`src/rtl/openhw_stage_tracker_pkg.sv`:
```
// ---------------------------------------------------------------------------
// openhw_stage_tracker_pkg
// Purpose : Shared definitions for the pipeline stage tracker and its
//           performance counters.
// Contents: CNTW_DEFAULT - default counter width
//           cnt_sel_e    - CSR write-port counter select encoding
// ---------------------------------------------------------------------------
package openhw_stage_tracker_pkg;

  // Default width of every performance counter.
  localparam int CNTW_DEFAULT = 64;

  // Counter select used by the CSR write port. Encoding 3 is reserved:
  // a write that selects it changes no counter.
  typedef enum logic [1:0] {
    CNT_CYCLE   = 2'd0,
    CNT_RETIRED = 2'd1,
    CNT_BUBBLE  = 2'd2,
    CNT_NONE    = 2'd3
  } cnt_sel_e;

endpackage

```
`src/rtl/openhw_flopenrc.sv`:
```
// ---------------------------------------------------------------------------
// openhw_flopenrc
// Purpose : Register with enable and synchronous clear.
// Ports   : clk   - clock, rising edge
//           reset - synchronous active-high reset, forces q to 0
//           clear - synchronous clear, wins over enable
//           en    - load d when set, otherwise hold
//           d     - next value
//           q     - registered value
// ---------------------------------------------------------------------------
module openhw_flopenrc #(
  parameter int WIDTH = 1
) (
  input  logic             clk,
  input  logic             reset,
  input  logic             clear,
  input  logic             en,
  input  logic [WIDTH-1:0] d,
  output logic [WIDTH-1:0] q
);

  logic [WIDTH-1:0] value_q;

  // Reset and clear both empty the register; clear is checked ahead of the
  // enable so that a flush always beats a stall in the caller.
  always_ff @(posedge clk) begin
    if (reset) begin
      value_q <= '0;
    end else if (clear) begin
      value_q <= '0;
    end else if (en) begin
      value_q <= d;
    end
  end

  assign q = value_q;

endmodule

```
`src/rtl/openhw_perfcnt.sv`:
```
// ---------------------------------------------------------------------------
// openhw_perfcnt
// Purpose : One performance counter with inhibit, CSR load and increment.
// Ports   : clk       - clock, rising edge
//           reset     - synchronous active-high reset, counter to 0
//           Inhibit   - freezes the increment (a write still lands)
//           IncEn     - event to count this cycle
//           WriteEn   - load WriteData this cycle (already decoded)
//           WriteData - value to load
//           Count     - registered counter value
// ---------------------------------------------------------------------------
module openhw_perfcnt #(
  parameter int CNTW = 64
) (
  input  logic            clk,
  input  logic            reset,
  input  logic            Inhibit,
  input  logic            IncEn,
  input  logic            WriteEn,
  input  logic [CNTW-1:0] WriteData,
  output logic [CNTW-1:0] Count
);

  logic [CNTW-1:0] count_q;
  logic [CNTW-1:0] count_d;

  // Next-value selection: a CSR write overrides any increment in the same
  // cycle; otherwise the counter advances on an uninhibited event and wraps
  // silently through the natural modulo-2^CNTW addition.
  always_comb begin
    count_d = count_q;
    if (WriteEn) begin
      count_d = WriteData;
    end else if (IncEn && !Inhibit) begin
      count_d = count_q + {{(CNTW-1){1'b0}}, 1'b1};
    end
  end

  // Counter storage; reset beats any pending write or increment.
  always_ff @(posedge clk) begin
    if (reset) begin
      count_q <= '0;
    end else begin
      count_q <= count_d;
    end
  end

  assign Count = count_q;

endmodule

```
`src/rtl/openhw_stage_tracker.sv`:
```
// ---------------------------------------------------------------------------
// openhw_stage_tracker
// Purpose : Tracks which of the D/E/M/W pipeline stages hold a live
//           instruction and keeps cycle, retired-instruction and
//           writeback-bubble performance counters.
// Ports   : clk, reset                  - clock and sync active-high reset
//           StallD/E/M/W, FlushD/E/M/W  - hazard unit controls per stage
//           InstrValidF                 - Fetch holds a valid instruction
//           InstrValidD/E/M/W           - stage holds a live instruction
//           InstrRetiredW               - W instruction commits this cycle
//           CntInhibit                  - bit0 cycle, bit1 retired, bit2 bubble
//           CntWriteEn/CntSel/CntWriteData - CSR counter write port
//           CycleCnt/RetiredCnt/BubbleCnt  - counter values
// ---------------------------------------------------------------------------
module openhw_stage_tracker
  import openhw_stage_tracker_pkg::*;
#(
  parameter int CNTW = CNTW_DEFAULT
) (
  input  logic            clk,
  input  logic            reset,
  input  logic            StallD,
  input  logic            StallE,
  input  logic            StallM,
  input  logic            StallW,
  input  logic            FlushD,
  input  logic            FlushE,
  input  logic            FlushM,
  input  logic            FlushW,
  input  logic            InstrValidF,
  output logic            InstrValidD,
  output logic            InstrValidE,
  output logic            InstrValidM,
  output logic            InstrValidW,
  output logic            InstrRetiredW,
  input  logic [2:0]      CntInhibit,
  input  logic            CntWriteEn,
  input  logic [1:0]      CntSel,
  input  logic [CNTW-1:0] CntWriteData,
  output logic [CNTW-1:0] CycleCnt,
  output logic [CNTW-1:0] RetiredCnt,
  output logic [CNTW-1:0] BubbleCnt
);

  logic cycleWrite;
  logic retiredWrite;
  logic bubbleWrite;
  logic bubbleEvent;

  // Valid chain: each stage takes the previous stage's valid when not
  // stalled, holds when stalled (so a stalled bubble stays a bubble) and is
  // emptied by its flush regardless of the stall.
  openhw_flopenrc #(.WIDTH(1)) u_validD (
    .clk(clk), .reset(reset), .clear(FlushD), .en(!StallD),
    .d(InstrValidF), .q(InstrValidD)
  );

  openhw_flopenrc #(.WIDTH(1)) u_validE (
    .clk(clk), .reset(reset), .clear(FlushE), .en(!StallE),
    .d(InstrValidD), .q(InstrValidE)
  );

  openhw_flopenrc #(.WIDTH(1)) u_validM (
    .clk(clk), .reset(reset), .clear(FlushM), .en(!StallM),
    .d(InstrValidE), .q(InstrValidM)
  );

  openhw_flopenrc #(.WIDTH(1)) u_validW (
    .clk(clk), .reset(reset), .clear(FlushW), .en(!StallW),
    .d(InstrValidM), .q(InstrValidW)
  );

  // Commit happens in the same cycle the W instruction is allowed to leave.
  assign InstrRetiredW = InstrValidW & ~StallW & ~FlushW;

  // A bubble is an empty W slot that is actually advancing.
  assign bubbleEvent = ~StallW & ~InstrValidW;

  // Decode the CSR write select; the reserved encoding hits no counter.
  always_comb begin
    cycleWrite   = 1'b0;
    retiredWrite = 1'b0;
    bubbleWrite  = 1'b0;
    if (CntWriteEn) begin
      case (cnt_sel_e'(CntSel))
        CNT_CYCLE:   cycleWrite   = 1'b1;
        CNT_RETIRED: retiredWrite = 1'b1;
        CNT_BUBBLE:  bubbleWrite  = 1'b1;
        default:     ;
      endcase
    end
  end

  openhw_perfcnt #(.CNTW(CNTW)) u_cycleCnt (
    .clk(clk), .reset(reset), .Inhibit(CntInhibit[0]), .IncEn(1'b1),
    .WriteEn(cycleWrite), .WriteData(CntWriteData), .Count(CycleCnt)
  );

  openhw_perfcnt #(.CNTW(CNTW)) u_retiredCnt (
    .clk(clk), .reset(reset), .Inhibit(CntInhibit[1]), .IncEn(InstrRetiredW),
    .WriteEn(retiredWrite), .WriteData(CntWriteData), .Count(RetiredCnt)
  );

  openhw_perfcnt #(.CNTW(CNTW)) u_bubbleCnt (
    .clk(clk), .reset(reset), .Inhibit(CntInhibit[2]), .IncEn(bubbleEvent),
    .WriteEn(bubbleWrite), .WriteData(CntWriteData), .Count(BubbleCnt)
  );

endmodule
```
`config.mk`:
```
export PLATFORM = sky130hd
export DESIGN_NAME = openhw_stage_tracker
export DESIGN_NICKNAME = d
export VERILOG_FILES = /design/src/rtl/openhw_stage_tracker_pkg.sv /design/src/rtl/openhw_flopenrc.sv /design/src/rtl/openhw_perfcnt.sv /design/src/rtl/openhw_stage_tracker.sv
export SDC_FILE = /design/constraint.sdc
export NUM_CORES = 1
export LEC_CHECK = 0
export BUFFER_PORTS_ARGS = -buffer_cell sky130_fd_sc_hd__buf_2
export CAP_MARGIN = 25
export CORE_MARGIN = 5
export CORE_UTILIZATION = 40
export DETAILED_ROUTE_END_ITERATION = 7
export HOLD_SLACK_MARGIN = 0.03
export PLACE_DENSITY = 0.66
export SETUP_SLACK_MARGIN = 0.4
export SLEW_MARGIN = 30
export SYNTH_ARGS = -nofsm -noshare
export SYNTH_HDL_FRONTEND = slang
export SYNTH_SLANG_ARGS = --single-unit
```
`constraint.sdc`:
```
create_clock -name clk -period 2.48 [get_ports clk]
set_input_delay 0.496 -clock clk [delete_from_list [all_inputs] [get_ports clk]]
set_output_delay 0.496 -clock clk [all_outputs]
set_load 0.005 [all_outputs]
```
== Word-level counts from Yosys, hierarchy flattened ==
Index checks and enable logic that the tools add are counted.

* Input bits: 81
* Bits in writable memories: 0
* Logic and storage cells: 42
* Flip-flop bits (word level): 196
* Bits in latches: 0
* Output and inout bits: 197
* Memory bits (read-only): 0
* Memories: 0

* $add $sub $neg: 3
* Multiply operators: 0
* Equal/unequal tests: 3
* Reduce and logical (&&, ||, !) cells: 11
* Mux-type cells: 12
* Shifts and indexed selects: 0
* Bitwise gates (word level): 6
* $lt $le $gt $ge: 0
* Div/mod/pow operators: 0

{| class="wikitable"
|+ Operators by type and width
! cell !! number
|-
| $mux W64 || 6
|-
| $add A64 B1 Y64 const B || 3
|-
| $reduce_or A2 Y1 || 4
|-
| $mux W1 || 6
|-
| $reduce_bool A2 Y1 || 2
|-
| $and A1 B1 Y1 || 3
|-
| $not A1 Y1 || 3
|-
| $eq A2 B1 Y1 const B || 1
|-
| $eq A2 B2 Y1 const B || 1
|-
| $logic_and A1 B1 Y1 || 2
|-
| $logic_not A1 Y1 || 2
|-
| $logic_not A2 Y1 || 1
|-
| $ne A2 B1 Y1 const B || 1
|}

== Depth between registers and ports, before layout ==
Gate-level depths: netlist of the first run.

* Depth after elaboration: 6
* Gate-level depth with buffers: 9
* Mapped depth without buffers: 7

== Modules after synthesis ==
Synthesis of the first run repeated with hierarchy kept, for this count alone.

* Cells, all modules: 1528
* Area total of the unflattened synthesis: 11895.2 um2

{| class="wikitable"
|+ By module, submodules not included
! module !! instances !! area an instance (um2) !! cells each !! sequential area each (um2)
|-
| openhw_perfcnt || 3 || 3890.0 || 502 || 1281.2
|-
| openhw_flopenrc || 4 || 40.0 || 3 || 20.0
|-
| openhw_stage_tracker || 1 || 65.1 || 10 || 0.0
|}

== Worst setup path after synthesis of the first run ==
No wires, ideal clock.

* Path type: input port to flip-flop
* From: in StallW
* To: reg u_bubbleCnt.count_q[43], in the netlist u_bubbleCnt.Count[43]
* Data required time: 2.389 ns
* Path slack: -0.096 ns
* Data arrival time: 2.485 ns
* Cell stages on the path: 6
* Buffers on the path: 1
* Path through: or3_4 > or4_4 > or4_4 > buf_6 > or3_1 > a311oi_1

* Word-level cells in the longest chain between the ends: 4

{| class="wikitable"
|+ Ends and longest elaborated chain
! what !! RTL line !! source
|-
| from (decl) || openhw_stage_tracker.sv:25 || <nowiki>input logic StallW,</nowiki>
|-
| $not A1 Y1 || openhw_stage_tracker.sv:77 || <nowiki>assign bubbleEvent = ~StallW & ~InstrValidW;</nowiki>
|-
| $and A1 B1 Y1 || openhw_stage_tracker.sv:77 ||
|-
| $logic_and A1 B1 Y1 || openhw_perfcnt.sv:34 || <nowiki>end else if (IncEn && !Inhibit) begin</nowiki>
|-
| $reduce_bool A2 Y1 (no source line) || n/a ||
|-
| to (signal assigned) || openhw_perfcnt.sv:44 || <nowiki>count_q <= count_d;</nowiki>
|-
| to (decl) || openhw_perfcnt.sv:24 || <nowiki>logic [CNTW-1:0] count_q;</nowiki>
|}

Every way passes these cells.
A chain may end at the register's enable or synchronous reset.

== Worst setup path in the final report of the first run ==
* From: reg u_validW.value_q, in the netlist u_validW.q
* To: reg u_bubbleCnt.count_q[59], in the netlist u_bubbleCnt.Count[59]

* Word-level cells in the longest chain between the ends: 4

{| class="wikitable"
|+ Ends and longest elaborated chain
! what !! RTL line !! source
|-
| from (decl) || openhw_flopenrc.sv:22 || <nowiki>logic [WIDTH-1:0] value_q;</nowiki>
|-
| from (signal assigned) || openhw_flopenrc.sv:28 || <nowiki>value_q <= '0;</nowiki>
|-
| from (signal assigned) || openhw_flopenrc.sv:30 || <nowiki>value_q <= '0;</nowiki>
|-
| from (signal assigned) || openhw_flopenrc.sv:32 || <nowiki>value_q <= d;</nowiki>
|-
| $not A1 Y1 || openhw_stage_tracker.sv:77 ||
|-
| $and A1 B1 Y1 || openhw_stage_tracker.sv:77 ||
|-
| $logic_and A1 B1 Y1 || openhw_perfcnt.sv:34 ||
|-
| $reduce_bool A2 Y1 (no source line) || n/a ||
|}

Every way passes these cells.

==> results of run 1 <==
## repair_timing
action	in CTS	in global routing
resized for setup	76	131
setup endpoints to repair	92	135
buffers inserted	26	21
pin swaps	32	61
hold endpoints to repair	0	0
hold buffers	0	0
## area by class of cell
cell class | count | area (µm²)
fill | 2434 | 11480
inverter | 25 | 93.84
tap | 341 | 426.7
clock inverter | 13 | 148.9
sequential | 196 | 4024
clock buffer | 19 | 432.9
multi-input combinational | 1059 | 7532
timing repair buffer | 427 | 2666
## kinds of logic after synthesis
group                      synth area share
and+or+nand+nor                      0.3082
AOI/OAI and AO/OA                    0.1492
DFF                                  0.3630
xor gates and xnor gates             0.1337
buffers and inverters               0.03692
muxes                              0.005556
adders and majority gates          0.003473
## registers in the layout (all words and copies together), names as in the netlist
register	count
u_retiredCnt.Count	64
u_bubbleCnt.Count	64
u_validW.q	1
u_validE.q	1
u_validM.q	1
u_cycleCnt.Count	64
u_validD.q	1
## cells in the mapped netlist (3+ instances only)
master and number:
sky130_fd_sc_hd__o22ai_1 5, sky130_fd_sc_hd__o21ai_0 22, sky130_fd_sc_hd__xor2_1 60, sky130_fd_sc_hd__a211oi_1 156, sky130_fd_sc_hd__and3_1 32, sky130_fd_sc_hd__nand4_1 57
sky130_fd_sc_hd__inv_1 25, sky130_fd_sc_hd__or3_1 32, sky130_fd_sc_hd__and4_1 15, sky130_fd_sc_hd__nor3_1 44, sky130_fd_sc_hd__a21oi_1 3, sky130_fd_sc_hd__a311oi_1 26
sky130_fd_sc_hd__and2_1 7, sky130_fd_sc_hd__nor4_1 39, sky130_fd_sc_hd__clkbuf_1 74, sky130_fd_sc_hd__dfxtp_1 196, sky130_fd_sc_hd__o31ai_1 4, sky130_fd_sc_hd__nor3_2 4
sky130_fd_sc_hd__nor3b_1 3, sky130_fd_sc_hd__or2_2 4, sky130_fd_sc_hd__or4_1 8, sky130_fd_sc_hd__ha_1 3, sky130_fd_sc_hd__nor2_1 232, sky130_fd_sc_hd__buf_1 3
sky130_fd_sc_hd__mux2i_1 6, sky130_fd_sc_hd__xnor2_1 105, sky130_fd_sc_hd__nand2_1 90, sky130_fd_sc_hd__nand3_1 79
## cell usage in the layout, fill, tap and decap left out, types with 14 or more instances in the layout
master                        n
sky130_fd_sc_hd__clkbuf_16   17
sky130_fd_sc_hd__or3_1       28
sky130_fd_sc_hd__nand2_1     84
sky130_fd_sc_hd__dfxtp_1    150
sky130_fd_sc_hd__nor3_4      18
sky130_fd_sc_hd__inv_1       25
sky130_fd_sc_hd__buf_6       15
sky130_fd_sc_hd__nand4_1     57
sky130_fd_sc_hd__nor4_2      14
sky130_fd_sc_hd__nand3_2     14
sky130_fd_sc_hd__nand3_1     62
sky130_fd_sc_hd__a311oi_1    19
sky130_fd_sc_hd__nor2_1     225
sky130_fd_sc_hd__dfxtp_4     17
sky130_fd_sc_hd__xnor2_1    101
sky130_fd_sc_hd__dfxtp_2     29
sky130_fd_sc_hd__and3_1      26
sky130_fd_sc_hd__nor3_1      18
sky130_fd_sc_hd__nor4_4      20
sky130_fd_sc_hd__o21ai_0     22
sky130_fd_sc_hd__xor2_1      60
sky130_fd_sc_hd__buf_2      276
sky130_fd_sc_hd__and4_1      15
sky130_fd_sc_hd__a211oi_1   145
sky130_fd_sc_hd__buf_4      128
## metrics by stage
stage | setup TNS [ps] | hold slack [ps] | setup slack (ps)
finish | 0 | 212.8 | 44.84
detailed placement | -4197 | 519.5 | -288.9
CTS | 0 | 202.0 | 55.03
global placement | -2598 | 513.6 | -226.3
floorplan | -208.0 | 503.2 | -96.12
global route | -14.45 | 206.6 | -6.423
## routing by layer
layer / GRT usage / vias to the layer above / routed length [µm]
met5: 0 / - / 11
met3: 0.06981 / 77 / 3841
met2: 0.4501 / 551 / 20950
met4: 0.09073 / 2 / 1504
met1: 0.3574 / 5883 / 18140
li1: - / 5692 / -
## power breakdown
group | total [µW] | switching, µW | leakage (µW) | internal [µW]
clock | 2870 | 1360 | 0.000280 | 1510
combinational | 957 | 536 | 0.00429 | 421
sequential | 3530 | 221 | 0.00163 | 3310
## worst min-delay path by stage
stage,cells after the start,to,slack [ps],from
3_3_place_gp,2,u_retiredCnt.Count[1],510,u_retiredCnt.Count[1]
3_5_place_dp,2,u_cycleCnt.Count[46],520,u_cycleCnt.Count[46]
4_1_cts,2,u_validD.q,200,FlushD
5_1_grt,2,u_validM.q,210,FlushM
2_1_floorplan,2,u_retiredCnt.Count[1],500,u_retiredCnt.Count[1]
6_report,2,u_validD.q,210,FlushD
==> flow_metrics.tcl, run 1 <==
set metrics [dict create \
    setup.worst_path.class "flop to flop" \
    die_area_um2 30410 \
    htree_levels 4 \
    netlist.area_leader.share 0.3630 \
    antenna_left 0 \
    num_io_pins 278 \
    cpLargestDelayFamily "simple AND/OR/NAND/NOR gates" \
    areaGrowthSynthToFinish_pct 41.76 \
    drcViolationCount 0 \
    ir_worst_vdd_mv 0.4094 \
    design.core.area_um2 26800 \
    antenna_found_initial 2 \
    setup_violations 0 \
    syn-instance-count 1359 \
    vias 12210 \
    final.setup_skew_ps 15.35 \
    worstPathRequired_ps 2830 \
    synth_top_flop_cell "sky130_fd_sc_hd__dfxtp_1" \
    power-per-cell-area_nw_per_um2 480.1 \
    detail_route.wirelength_um 44440 \
    synth_warnings 0 \
    critPathArrivalTime_ps 2780 \
    worst_pin_slew_ps 585.4 \
    n_antenna_cell 0 \
    slew_headroom 0.6097 \
    finish.utilization 0.5718 \
    clock_sink_total 196 \
    placed_cells 2001 \
    slowest_stage "sky130_fd_sc_hd__or4_4" \
    clock_insertion_delay_worst_skew_ps 440 \
    cp_slowest_stage_delay_ps 570 \
    fin_crit_sh 0.9819 \
    finalNetCount 1810 \
    crit_chain "or3_4, or4_4, or4_4, buf_4, nor3_4, xnor2_1, a211oi_1" \
    vias_per_cell 5.868 \
    final_cell_count_no_fill 2080 \
    start_util 0.4034 \
    hpwl_um 33380 \
    portBuffers 277 \
    r2r-start "u_validW.q" \
    synth_seq_cells 196 \
    synth_cell_types 46 \
    grt_first_pass_wirelength_um 66570 \
    finish.instance_area_um2 15320 \
    timing.critical_path.depth 7 \
    post_synth.cell_area_avg_um2 7.955 \
    synth_area_leader "sky130_fd_sc_hd__dfxtp_1" \
    root_buffer_master "sky130_fd_sc_hd__clkbuf_16" \
    path_clk_slew_ps 70 \
    grt_overflow_total 0 \
    timing.reg2reg.worst_path_depth 7 \
    layout_min_cycle_time_ps 2435 \
    firstDrtPassIters 6 \
    post_drt_wl_per_cell_um 21.37 \
    unrepaired_setup_endpoints_after_global_routing "yes" \
    final-hold-violation-count 0 \
    die_width_um 174.4 \
    power.leakage_uw 0.006200 \
    synthArstFlopShare 0 \
    post_synth_main_area_contributors "sky130_fd_sc_hd__dfxtp_1 (36%), sky130_fd_sc_hd__a211oi_1 (11%), sky130_fd_sc_hd__xnor2_1 (8.5%)" \
    synth_fp_nets 1443 \
    endpoint_kind "flop" \
    timing.max_cap.violations 0 \
    dpl-instance-area_um2 13470 \
    worst_r2r_endpoint "u_bubbleCnt.Count[59]" \
    maximum_number_of_pins_on_one_net_before_global_route_repair 122 \
    gp_congestion 0.9366 \
    critical_path.n_buffers_inverters 1 \
    ctsLongestPathBuffers 2 \
    cp-endpoint "u_bubbleCnt.Count[59]" \
    start_kind "flop" \
    synth_enable_flop_cells 0 \
    cts_inserted_buffers 17 \
    min-delay-path-class "input port to flop" \
    critical_path.most_common_cell "sky130_fd_sc_hd__or4_4" \
    cts_tree "built" \
    achievable-frequency_mhz 410.7 \
    rows 60 \
    status "finished clean" \
    crit_path_start "u_validW.q" \
    drc_violation_total_after_the_first_tritonroute_iteration 1167 \
    critical_path_peak_fanout 7 \
    final-max-slew-violation-count 0 \
    ys_seq_area_frac 0.3630 \
    ff2ff_setup_slack_ps 40 \
    grt.total_usage 0.2759 \
    drive_above_1_share 0.3755 \
    finalPower_uw 7357 \
    netlist_area_um2 10810 \
    grt_pass1_vias 11330 \
    chipHeight_um 174.4 \
]
Note: power is estimated with default switching activity, not from simulation.
==> run 2: changes to the inputs <==
--- a/config.mk
+++ b/config.mk
@@ -9,6 +9,8 @@
 export CAP_MARGIN = 25
 export CORE_MARGIN = 5
 export CORE_UTILIZATION = 40
+export CTS_BUF_LIST = sky130_fd_sc_hd__clkbuf_4
+export CTS_CLUSTER_DIAMETER = 60
 export DETAILED_ROUTE_END_ITERATION = 7
 export HOLD_SLACK_MARGIN = 0.03
 export PLACE_DENSITY = 0.66
==> run 2 against run 1 <==
Combinational power is 3.8% higher; die area stayed put; clock skew is 21 ps higher; total power is 13% lower; final cell count is 1.3% higher; setup slack worse by 17 ps; sequential share of layout area is 0.29 points lower.
==> flow_metrics.tcl, run 2 (same netlist as run 1, synthesis figures left out) <==
set metrics [dict create \
    chipHeight_um 174.4 \
    clock_insertion_delay_worst_skew_ps 600 \
    setup.worst_path.class "flop to flop" \
    ctsLongestPathBuffers 2 \
    endpoint_kind "flop" \
    layout_setup_ws_ps 27.68 \
    length_of_routed_met2_wiring_um 21820 \
    post_drt_wl_per_cell_um 21.60 \
    antenna_left 0 \
    start_util 0.4034 \
    layout.cells.most_common_list "sky130_fd_sc_hd__buf_2 (276), sky130_fd_sc_hd__nor2_1 (224), sky130_fd_sc_hd__a211oi_1 (141), sky130_fd_sc_hd__dfxtp_1 (140), sky130_fd_sc_hd__buf_4 (130)" \
    min-delay-path-class "input port to flop" \
    cp_slowest_stage_delay_ps 470 \
    slowest_stage "sky130_fd_sc_hd__or4b_4" \
    die_area_um2 30410 \
    num-fill-cells 2419 \
    vias_per_cell 5.899 \
    drc_violation_total_after_the_first_tritonroute_iteration 1112 \
    dpl_worst_slack_ps -288.9 \
    layout_commonest_cell "sky130_fd_sc_hd__buf_2" \
    detail_route.wirelength_um 45530 \
    num_io_pins 278 \
    areaGrowthSynthToFinish_pct 44.21 \
    achievable-frequency_mhz 407.8 \
    power.leakage_uw 0.006375 \
    met3RoutedLength_um 3915 \
    final.setup_skew_ps 36.68 \
    holdWs_ps 196.0 \
    slew_headroom 0.6120 \
    timing.max_cap.violations 0 \
    design.core.area_um2 26800 \
    rows 60 \
    fin_crit_sh 0.9888 \
    grt_overflow_total 0 \
    maximum_number_of_pins_on_one_net_before_global_route_repair 122 \
    htree_levels 4 \
    finalSetupTns_ps 0 \
    critPathArrivalTime_ps 2960 \
    finish.utilization 0.5817 \
    path_clk_slew_ps 180 \
    finalNetCount 1837 \
    crit_chain "buf_4, buf_6, or4b_4, buf_8, buf_4, nor4_4, nand3_2, or4_4, xor2_1, a211oi_1" \
    cts_tree "built" \
    status "finished clean" \
    start_kind "flop" \
    setup_violations 0 \
    wirelength_met1_um 18370 \
    grt_first_pass_wirelength_um 66150 \
    portBuffers 277 \
    unrepaired_setup_endpoints_after_global_routing "yes" \
    drive_above_1_share 0.4066 \
    die_width_um 174.4 \
    grt.total_usage 0.2743 \
    layout_min_cycle_time_ps 2452 \
    gp_congestion 0.9366 \
    topRoutingLayerUsed "met5" \
    vias 12440 \
    worst_pin_slew_ps 582.1 \
    final-hold-violation-count 0 \
    power-per-cell-area_nw_per_um2 409.1 \
    root_buffer_master "sky130_fd_sc_hd__clkbuf_4" \
    firstDrtPassIters 7 \
    final-max-slew-violation-count 0 \
    antenna_found_initial 3 \
    cpLargestDelayFamily "simple AND/OR/NAND/NOR gates" \
    clock_sink_total 196 \
    cts_inserted_buffers 17 \
    critical_path.most_common_cell "sky130_fd_sc_hd__buf_4" \
    finalPower_uw 6378 \
    hpwl_um 33380 \
    critical_path_peak_fanout 5 \
    grt_pass1_vias 11320 \
    critical_path.n_buffers_inverters 4 \
    drcViolationCount 0 \
    ir_worst_vdd_mv 0.3150 \
    worstPathRequired_ps 2990 \
]
-- run 2: cell types whose count changed in the layout (fill, tap and decap cells not counted), sizes merged --
cell and change:
diode +1, buf +24, dlygate4sd3 +3
-- run 2: path summary, 6_finish.rpt --
kind | depth (start not counted) | end | slack [ps] | start
worst min register to register | 2 | u_cycleCnt.Count[46] | 530 | u_cycleCnt.Count[46]
worst max-delay path | 10 | u_retiredCnt.Count[40] | 30 | u_validW.q
worst max register to register | 10 | u_retiredCnt.Count[40] | 30 | u_validW.q
worst min-delay path | 3 | u_validW.q | 200 | FlushW
-- run 2: power breakdown --
| group | total [µW] | internal (µW) | switching, µW |
|---|---|---|---|
| registers | 3530 | 3310 | 221 |
| clock network | 1850 | 639 | 1210 |
| logic | 993 | 439 | 553 |
-- run 2: metrics by stage --
step	std cells	instance area (µm²)
after detailed placement	2001	13470
after CTS	2060	14290
after global routing	2108	15590
after global placement	2001	13470
after floorplan	1359	11150
final	2108	15590
-- run 2: area by class of cell --
cell class / instances / area (µm²) / share of cell area
sequential: 196 / 4049 / 0.2597
multi-input combinational: 1059 / 7764 / 0.4980
tap: 341 / 426.7 / 0.02737
inverter: 25 / 93.84 / 0.006019
timing repair buffer: 454 / 2963 / 0.1900
clock inverter: 13 / 148.9 / 0.009551
antenna: 1 / 2.502 / 0.0001605
clock buffer: 19 / 142.6 / 0.009149
-- run 2: worst register-to-register path, delay by kind of cell (launching register included) --
kind            cells  cell delay (ps)
simple gates        4             1150
buf+inv             4              490
flops               1              360
compound gates      1              230
xor+xnor            1              160
-- run 2: layer usage --
layer  GRT usage  up-vias
li1            -     5755
met1      0.3555     6032
met2      0.4544      572
met3     0.06742       72
met4     0.07885        4
met5           0        -
-- run 2: repair_timing --
action | 4_1_cts | 5_1_grt
gates cloned | 0 | 1
hold buffers | 2 | 1
hold endpoints to repair | 2 | 1
buffers inserted | 25 | 45
setup endpoints to repair | 95 | 133
pin swaps | 22 | 103
resized for setup | 82 | 205
